### config.mk
export PLATFORM = sky130hd
export DESIGN_NAME = id_exe_issue
export DESIGN_NICKNAME = d
export VERILOG_FILES = /design/src/rtl/id_exe_issue_pkg.sv /design/src/rtl/id_exe_issue_val2_generator.sv /design/src/rtl/id_exe_issue.sv
export SDC_FILE = /design/constraint.sdc
export NUM_CORES = 1
export LEC_CHECK = 0
export CAP_MARGIN = 20
export CELL_PAD_IN_SITES_DETAIL_PLACEMENT = 1
export CELL_PAD_IN_SITES_GLOBAL_PLACEMENT = 2
export CORE_MARGIN = 3
export CORE_UTILIZATION = 31
export CTS_CLUSTER_SIZE = 8
export DETAILED_ROUTE_END_ITERATION = 12
export GPL_TIMING_DRIVEN = 0
export HOLD_SLACK_MARGIN = 0.08
export PLACE_DENSITY_LB_ADDON = 0.1
export SLEW_MARGIN = 30
export SYNTH_ARGS = -nofsm -noshare
export SYNTH_HDL_FRONTEND = slang
export SYNTH_SLANG_ARGS = --single-unit
### constraint.sdc
create_clock -name clk -period 2.8 [get_ports clk]
set_clock_uncertainty 0.15 [all_clocks]
set_input_delay 0.28 -clock clk [delete_from_list [all_inputs] [get_ports clk]]
set_output_delay 0.28 -clock clk [all_outputs]
set_load 0.005 [all_outputs]
### src/rtl/id_exe_issue_pkg.sv
// Shared decode constants for the ID/EXE issue stage: ALU commands,
// data-processing opcodes, condition codes, shift types and the
// decoded-control bundle, plus the ARM condition evaluator.
package id_exe_issue_pkg;

    // ALU command encodings driven on exe_cmd
    localparam logic [3:0] EXE_NOP = 4'd0;
    localparam logic [3:0] EXE_MOV = 4'd1;
    localparam logic [3:0] EXE_ADD = 4'd2;
    localparam logic [3:0] EXE_ADC = 4'd3;
    localparam logic [3:0] EXE_SUB = 4'd4;
    localparam logic [3:0] EXE_SBC = 4'd5;
    localparam logic [3:0] EXE_AND = 4'd6;
    localparam logic [3:0] EXE_ORR = 4'd7;
    localparam logic [3:0] EXE_EOR = 4'd8;
    localparam logic [3:0] EXE_MVN = 4'd9;

    // Data-processing opcodes supported by this stage (instr[24:21])
    typedef enum logic [3:0] {
        OP_AND = 4'b0000,
        OP_EOR = 4'b0001,
        OP_SUB = 4'b0010,
        OP_ADD = 4'b0100,
        OP_ADC = 4'b0101,
        OP_SBC = 4'b0110,
        OP_TST = 4'b1000,
        OP_CMP = 4'b1010,
        OP_ORR = 4'b1100,
        OP_MOV = 4'b1101,
        OP_MVN = 4'b1111
    } opcode_t;

    // ARM condition field (instr[31:28])
    typedef enum logic [3:0] {
        COND_EQ = 4'b0000,
        COND_NE = 4'b0001,
        COND_CS = 4'b0010,
        COND_CC = 4'b0011,
        COND_MI = 4'b0100,
        COND_PL = 4'b0101,
        COND_VS = 4'b0110,
        COND_VC = 4'b0111,
        COND_HI = 4'b1000,
        COND_LS = 4'b1001,
        COND_GE = 4'b1010,
        COND_LT = 4'b1011,
        COND_GT = 4'b1100,
        COND_LE = 4'b1101,
        COND_AL = 4'b1110,
        COND_NV = 4'b1111
    } cond_t;

    // Register-operand shift types (instr[6:5])
    typedef enum logic [1:0] {
        SHIFT_LSL = 2'b00,
        SHIFT_LSR = 2'b01,
        SHIFT_ASR = 2'b10,
        SHIFT_ROR = 2'b11
    } shift_t;

    // Control fields produced by the decoder before the condition check
    typedef struct packed {
        logic       valid;
        logic [3:0] exe_cmd;
        logic       wb_en;
        logic       mem_r_en;
        logic       mem_w_en;
        logic       s_upd;
        logic       b_taken;
    } ctrl_t;

    // Evaluate an ARM condition code against {N,Z,C,V}; NV never passes
    function automatic logic cond_pass(input logic [3:0] cond, input logic [3:0] nzcv);
        logic n, z, c, v;
        logic pass;
        n = nzcv[3];
        z = nzcv[2];
        c = nzcv[1];
        v = nzcv[0];
        case (cond_t'(cond))
            COND_EQ: pass = z;
            COND_NE: pass = ~z;
            COND_CS: pass = c;
            COND_CC: pass = ~c;
            COND_MI: pass = n;
            COND_PL: pass = ~n;
            COND_VS: pass = v;
            COND_VC: pass = ~v;
            COND_HI: pass = c & ~z;
            COND_LS: pass = ~c | z;
            COND_GE: pass = (n == v);
            COND_LT: pass = (n != v);
            COND_GT: pass = ~z & (n == v);
            COND_LE: pass = z | (n != v);
            COND_AL: pass = 1'b1;
            default: pass = 1'b0;
        endcase
        return pass;
    endfunction

endpackage

### src/rtl/id_exe_issue_val2_generator.sv
// Second ALU operand generator: memory offset, rotated 8-bit immediate,
// or shifted register operand.
module val2_generator
    import id_exe_issue_pkg::*;
(
    input  logic        imm,
    input  logic        mem,
    input  logic [11:0] shift_operand,
    input  logic [31:0] rm_val,
    output logic [31:0] val2
);

    logic [63:0] imm_rot;
    logic [63:0] rm_rot;
    logic [4:0]  shift_amt;
    logic [4:0]  rot_amt;

    // Select and form the operand; a zero shift amount passes rm_val through
    always_comb begin
        rot_amt   = {shift_operand[11:8], 1'b0};
        shift_amt = shift_operand[11:7];
        imm_rot   = {24'd0, shift_operand[7:0], 24'd0, shift_operand[7:0]} >> rot_amt;
        rm_rot    = {rm_val, rm_val} >> shift_amt;
        val2      = rm_val;
        if (mem) begin
            val2 = {20'd0, shift_operand};
        end else if (imm) begin
            val2 = imm_rot[31:0];
        end else if (shift_amt != 5'd0) begin
            case (shift_t'(shift_operand[6:5]))
                SHIFT_LSL: val2 = rm_val << shift_amt;
                SHIFT_LSR: val2 = rm_val >> shift_amt;
                SHIFT_ASR: val2 = $unsigned($signed(rm_val) >>> shift_amt);
                default:   val2 = rm_rot[31:0];
            endcase
        end
    end

endmodule

### src/rtl/id_exe_issue.sv
// ID/EXE issue stage: decodes an ARM instruction, checks its condition,
// builds the ALU operands and registers everything for the execute stage.
module id_exe_issue
    import id_exe_issue_pkg::*;
#(
    parameter int N_REGS = 16
) (
    input  logic                      clk,
    input  logic                      rst,
    input  logic [31:0]               instr,
    input  logic                      in_valid,
    input  logic [31:0]               rn_val,
    input  logic [31:0]               rm_val,
    input  logic [3:0]                nzcv,
    input  logic                      freeze,
    input  logic                      flush,
    output logic [3:0]                exe_cmd,
    output logic [31:0]               val1,
    output logic [31:0]               val2,
    output logic                      carry,
    output logic                      wb_en,
    output logic                      mem_r_en,
    output logic                      mem_w_en,
    output logic                      s_upd,
    output logic                      b_taken,
    output logic [$clog2(N_REGS)-1:0] dest,
    output logic [23:0]               imm24,
    output logic                      out_valid
);

    localparam int DEST_W = $clog2(N_REGS);

    ctrl_t       ctrl;
    logic        issue;
    logic [31:0] val2_next;

    val2_generator u_val2 (
        .imm           (instr[25]),
        .mem           (instr[27:26] == 2'b01),
        .shift_operand (instr[11:0]),
        .rm_val        (rm_val),
        .val2          (val2_next)
    );

    // Decode instruction class and opcode into ALU command and enables
    always_comb begin
        ctrl = '0;
        case (instr[27:26])
            2'b00: begin
                ctrl.valid = 1'b1;
                ctrl.wb_en = 1'b1;
                ctrl.s_upd = instr[20];
                case (opcode_t'(instr[24:21]))
                    OP_MOV: ctrl.exe_cmd = EXE_MOV;
                    OP_MVN: ctrl.exe_cmd = EXE_MVN;
                    OP_ADD: ctrl.exe_cmd = EXE_ADD;
                    OP_ADC: ctrl.exe_cmd = EXE_ADC;
                    OP_SUB: ctrl.exe_cmd = EXE_SUB;
                    OP_SBC: ctrl.exe_cmd = EXE_SBC;
                    OP_AND: ctrl.exe_cmd = EXE_AND;
                    OP_ORR: ctrl.exe_cmd = EXE_ORR;
                    OP_EOR: ctrl.exe_cmd = EXE_EOR;
                    OP_CMP: begin
                        ctrl.exe_cmd = EXE_SUB;
                        ctrl.wb_en   = 1'b0;
                        ctrl.s_upd   = 1'b1;
                    end
                    OP_TST: begin
                        ctrl.exe_cmd = EXE_AND;
                        ctrl.wb_en   = 1'b0;
                        ctrl.s_upd   = 1'b1;
                    end
                    default: ctrl = '0;
                endcase
            end
            2'b01: begin
                ctrl.valid    = 1'b1;
                ctrl.exe_cmd  = EXE_ADD;
                ctrl.mem_r_en = instr[20];
                ctrl.wb_en    = instr[20];
                ctrl.mem_w_en = ~instr[20];
            end
            2'b10: begin
                if (instr[25]) begin
                    ctrl.valid   = 1'b1;
                    ctrl.exe_cmd = EXE_NOP;
                    ctrl.b_taken = 1'b1;
                end
            end
            default: ctrl = '0;
        endcase
        issue = in_valid & ctrl.valid & cond_pass(instr[31:28], nzcv);
    end

    // Output register bank: reset, then flush, then freeze hold, else load
    always_ff @(posedge clk) begin
        if (rst || flush || (!freeze && !issue)) begin
            exe_cmd   <= EXE_NOP;
            val1      <= '0;
            val2      <= '0;
            carry     <= 1'b0;
            wb_en     <= 1'b0;
            mem_r_en  <= 1'b0;
            mem_w_en  <= 1'b0;
            s_upd     <= 1'b0;
            b_taken   <= 1'b0;
            dest      <= '0;
            imm24     <= '0;
            out_valid <= 1'b0;
        end else if (!freeze) begin
            exe_cmd   <= ctrl.exe_cmd;
            val1      <= rn_val;
            val2      <= val2_next;
            carry     <= nzcv[1];
            wb_en     <= ctrl.wb_en;
            mem_r_en  <= ctrl.mem_r_en;
            mem_w_en  <= ctrl.mem_w_en;
            s_upd     <= ctrl.s_upd;
            b_taken   <= ctrl.b_taken;
            dest      <= instr[12 +: DEST_W];
            imm24     <= ctrl.b_taken ? instr[23:0] : 24'd0;
            out_valid <= 1'b1;
        end
    end

endmodule

==> impl_metrics.toml <==
[critical_path]
start_kind = "input port"
crit_path_end_kind = "register"
cp.required_ns = 2.96
timing.rr.start = "val2[25]"
startpoint = "instr[8]"
crit_arrival_ns = 3.04
crit_path_max_fanout = 10
path_class = "input port to register"

[clock_network]
h-tree-depth = 3
clkSlewWorstSetupHoldPaths_ns = 0.08
cts_hold_buffers = 0
clock_sinks = 103
root_buffer = "clkbuf_16"
cts_buffers = 9
cts_tree = "done"
clk_path_buf_depth = 2
clk-insertion-delay-late_ns = 0.35

[pwr]
comb_power_share_pct = 45.1
clockPowerShare_pct = 26.2
power.density_nw_per_um2 = 376.7
p_leak_nw = 5.057
intPower_mw = 3.029
switching_power_mw = 2.221
p_sw_share_pct = 42.30
ir_drop_mv = 0.2833
seqPwrFrac_pct = 28.6

[sta]
fmax_mhz = 347.0
finalHoldViolations = 0
fin_crit_ns = 2.882
worst_pin_slew_ns = 1.165
rsz0062_at_grt = "yes"
final-setup-viol-count = 12
slew_viol_final = 0
max-slew-margin-rel_pct = 22.19
fin_ws_ns = -0.08196
fin_crit_sh_pct = 102.9

[floorplanning]
die_x_um = 190.6
initial_core_util_pct = 31.98
dieArea_um2 = 36330
core_um2 = 33030
die_y_um = 190.6
rows = 66
pin_count = 208

[layout]
post-route-cell-area_um2 = 13930
drive_above_1_share_pct = 17.83
layout.nets = 1665
syn2layout_area_growth_pct = 31.88
regArea_um2 = 2062
fillers = 3974
multi_input_area_um2 = 8006

[placement]
pre_cts_slack_ns = -1.298
io_buffers = 191
dpl-instance-area_um2 = 13080
gp_congestion = 1.070
dp_hpwl_mm = 59.23

[drt]
wl_mm = 78.71
via_per_inst = 7.134
drt-initial-drc-count = 1855
ant_nets = 0
drc = 0
via_count = 14330
firstDrtPassIters = 7
wl_per_cell_um = 39.18

[synth]
synthFlopType = "dfxtp_1"
yosys.area.top_type = "dfxtp_1"
yosysWarnings = 0
syn_area_per_cell_um2 = 7.814
netlist_instances = 1352
synth-edff-count = 0
yosys.area.top_type_share_pct = 19.52
synth_seq_area_share_pct = 19.52
syn_nets = 1457
yosys-top-cells-area = "dfxtp_1 20%, mux2i_1 9.1%, nor2_1 5.5%"
synth_cell_types = 89
async_flop_share_pct = 0
netlist_area_um2 = 10570
synthTopCellsByCount = "155 x nor2_1, 122 x nand2_1, 115 x a21oi_1"
ys_ff_latch = 103
synth_most_common_cell = "nor2_1"

[grt]
grt_pass1_wl_mm = 108.2
grt_pass1_vias = 14290
grt_max_degree = 18
antenna_found_initial = 4
grtUsageTotal_pct = 41.73
grt-ovfl-total = 0

[outcome]
outcome = "finished, violations left"
violations = "negative setup slack"

[run]
maxCapViolations = 0

[worst_hold_path]
hold_class = "register to register"
worstHoldStart = "out_valid"
## repair_timing
action,4_1_cts,5_1_grt
resized for setup,134,64
buffers inserted,1,4
setup endpoints to repair,103,100
pin swaps,2,4
## worst max-delay path: stages
cell             delay [ns]
clkdlybuf4s15_1        0.31
buf_4                  0.27
inv_2                  0.24
buf_4                  0.31
buf_6                  0.28
mux2i_1                0.70
a221oi_1               0.22
o21ai_1                0.24
a32o_1                 0.18
## logic make-up (layout without fill, tap and decap cells)
| logic type | Yosys count | in the layout | synth area share (%) |
|---|---|---|---|
| AOI/OAI and AO/OA | 464 | 464 | 31.68 |
| xor gates and xnor gates | 3 | 3 | 0.2487 |
| buffers and inverters | 162 | 375 | 7.816 |
| DFF | 103 | 103 | 19.52 |
| muxes | 170 | 170 | 20.86 |
| other | 0 | 2 | 0 |
| and+or+nand+nor | 450 | 450 | 19.88 |
## final cells by class
cell class | count | share of cell area (%)
Antenna cell | 2 | 0.03592
Tap cell | 442 | 3.969
Inverter | 14 | 0.3861
Clock inverter | 5 | 0.4580
Multi-Input combinational cell | 1087 | 57.46
Sequential cell | 103 | 14.80
Clock buffer | 11 | 1.814
Buffer | 147 | 7.013
Timing Repair Buffer | 198 | 14.06
## metrics by stage
step	utilization, %	setup TNS (ns)	std cells	total power, mW	hold slack, ns
6_report	42.18	-0.5997	2009	5.249	0.3047
5_1_grt	42.17	-0.1146	2007	5.332	0.3400
4_1_cts	41.58	0	2004	5.072	0.3122
3_5_place_dp	39.59	-70.20	1987	3.651	0.3019
3_3_place_gp	39.45	-71.02	1985	3.648	0.2934
2_1_floorplan	-	0	1352	2.659	0.2739
## routing by layer
metal | wire [um] | track usage [%] | vias up
met4 | 5860 | 24.78 | 6
met3 | 11060 | 17.26 | 367
li1 | - | - | 5642
met5 | 124 | 0 | -
met2 | 31610 | 59.22 | 1306
met1 | 30050 | 52.69 | 7011
## cells in the final DEF (no fill, tap or decap), drive strengths merged, types with 7 or more instances in the layout
cell / Yosys / routed
clkdlybuf4s50: 0 / 178
nor2: 155 / 155
nand2: 123 / 123
a21oi: 117 / 117
dfxtp: 103 / 103
mux2i: 96 / 96
buf: 79 / 85
clkbuf: 69 / 79
o21ai: 44 / 44
mux2: 43 / 43
nand3: 34 / 34
a211oi: 32 / 32
mux4: 31 / 31
nor3: 30 / 30
a22oi: 27 / 27
a221oi: 24 / 24
nor2b: 22 / 22
o22ai: 20 / 20
a31oi: 20 / 20
and3: 19 / 19
o211ai: 19 / 19
a221o: 18 / 18
nand2b: 15 / 15
a32oi: 15 / 15
inv: 13 / 15
o221ai: 15 / 15
a22o: 14 / 14
nor4: 13 / 13
o31a: 11 / 11
nand4: 7 / 7
a31o: 7 / 7
dlygate4sd2: 0 / 7
o31ai: 7 / 7
## power groups by stage
stage / clock [mW] / sequential (mW) / combinational [mW]
finish: 1.38 / 1.50 / 2.37
global route: 1.45 / 1.51 / 2.38
CTS: 1.39 / 1.50 / 2.18
detailed placement: 0 / 1.54 / 2.11
global placement: 0 / 1.54 / 2.11
floorplan: 0 / 1.54 / 1.12
## worst paths after layout
| path | end | slack [ns] | cells after the start |
|---|---|---|---|
| worst max-delay path | val2[9] | -0.08 | 9 |
| worst min-delay path | out_valid | 0.30 | 2 |
| worst max register to register | val2[25] | 1.13 | 4 |
| worst min register to register | out_valid | 0.30 | 2 |
## sequential cells by signal, summed over array words and instances (netlist names)
name,count
val1,32
carry,1
mem_r_en,1
wb_en,1
val2,32
s_upd,1
out_valid,1
b_taken,1
dest,4
exe_cmd,4
mem_w_en,1
imm24,24
No activity file was read; power rests on OpenSTA's default activity.
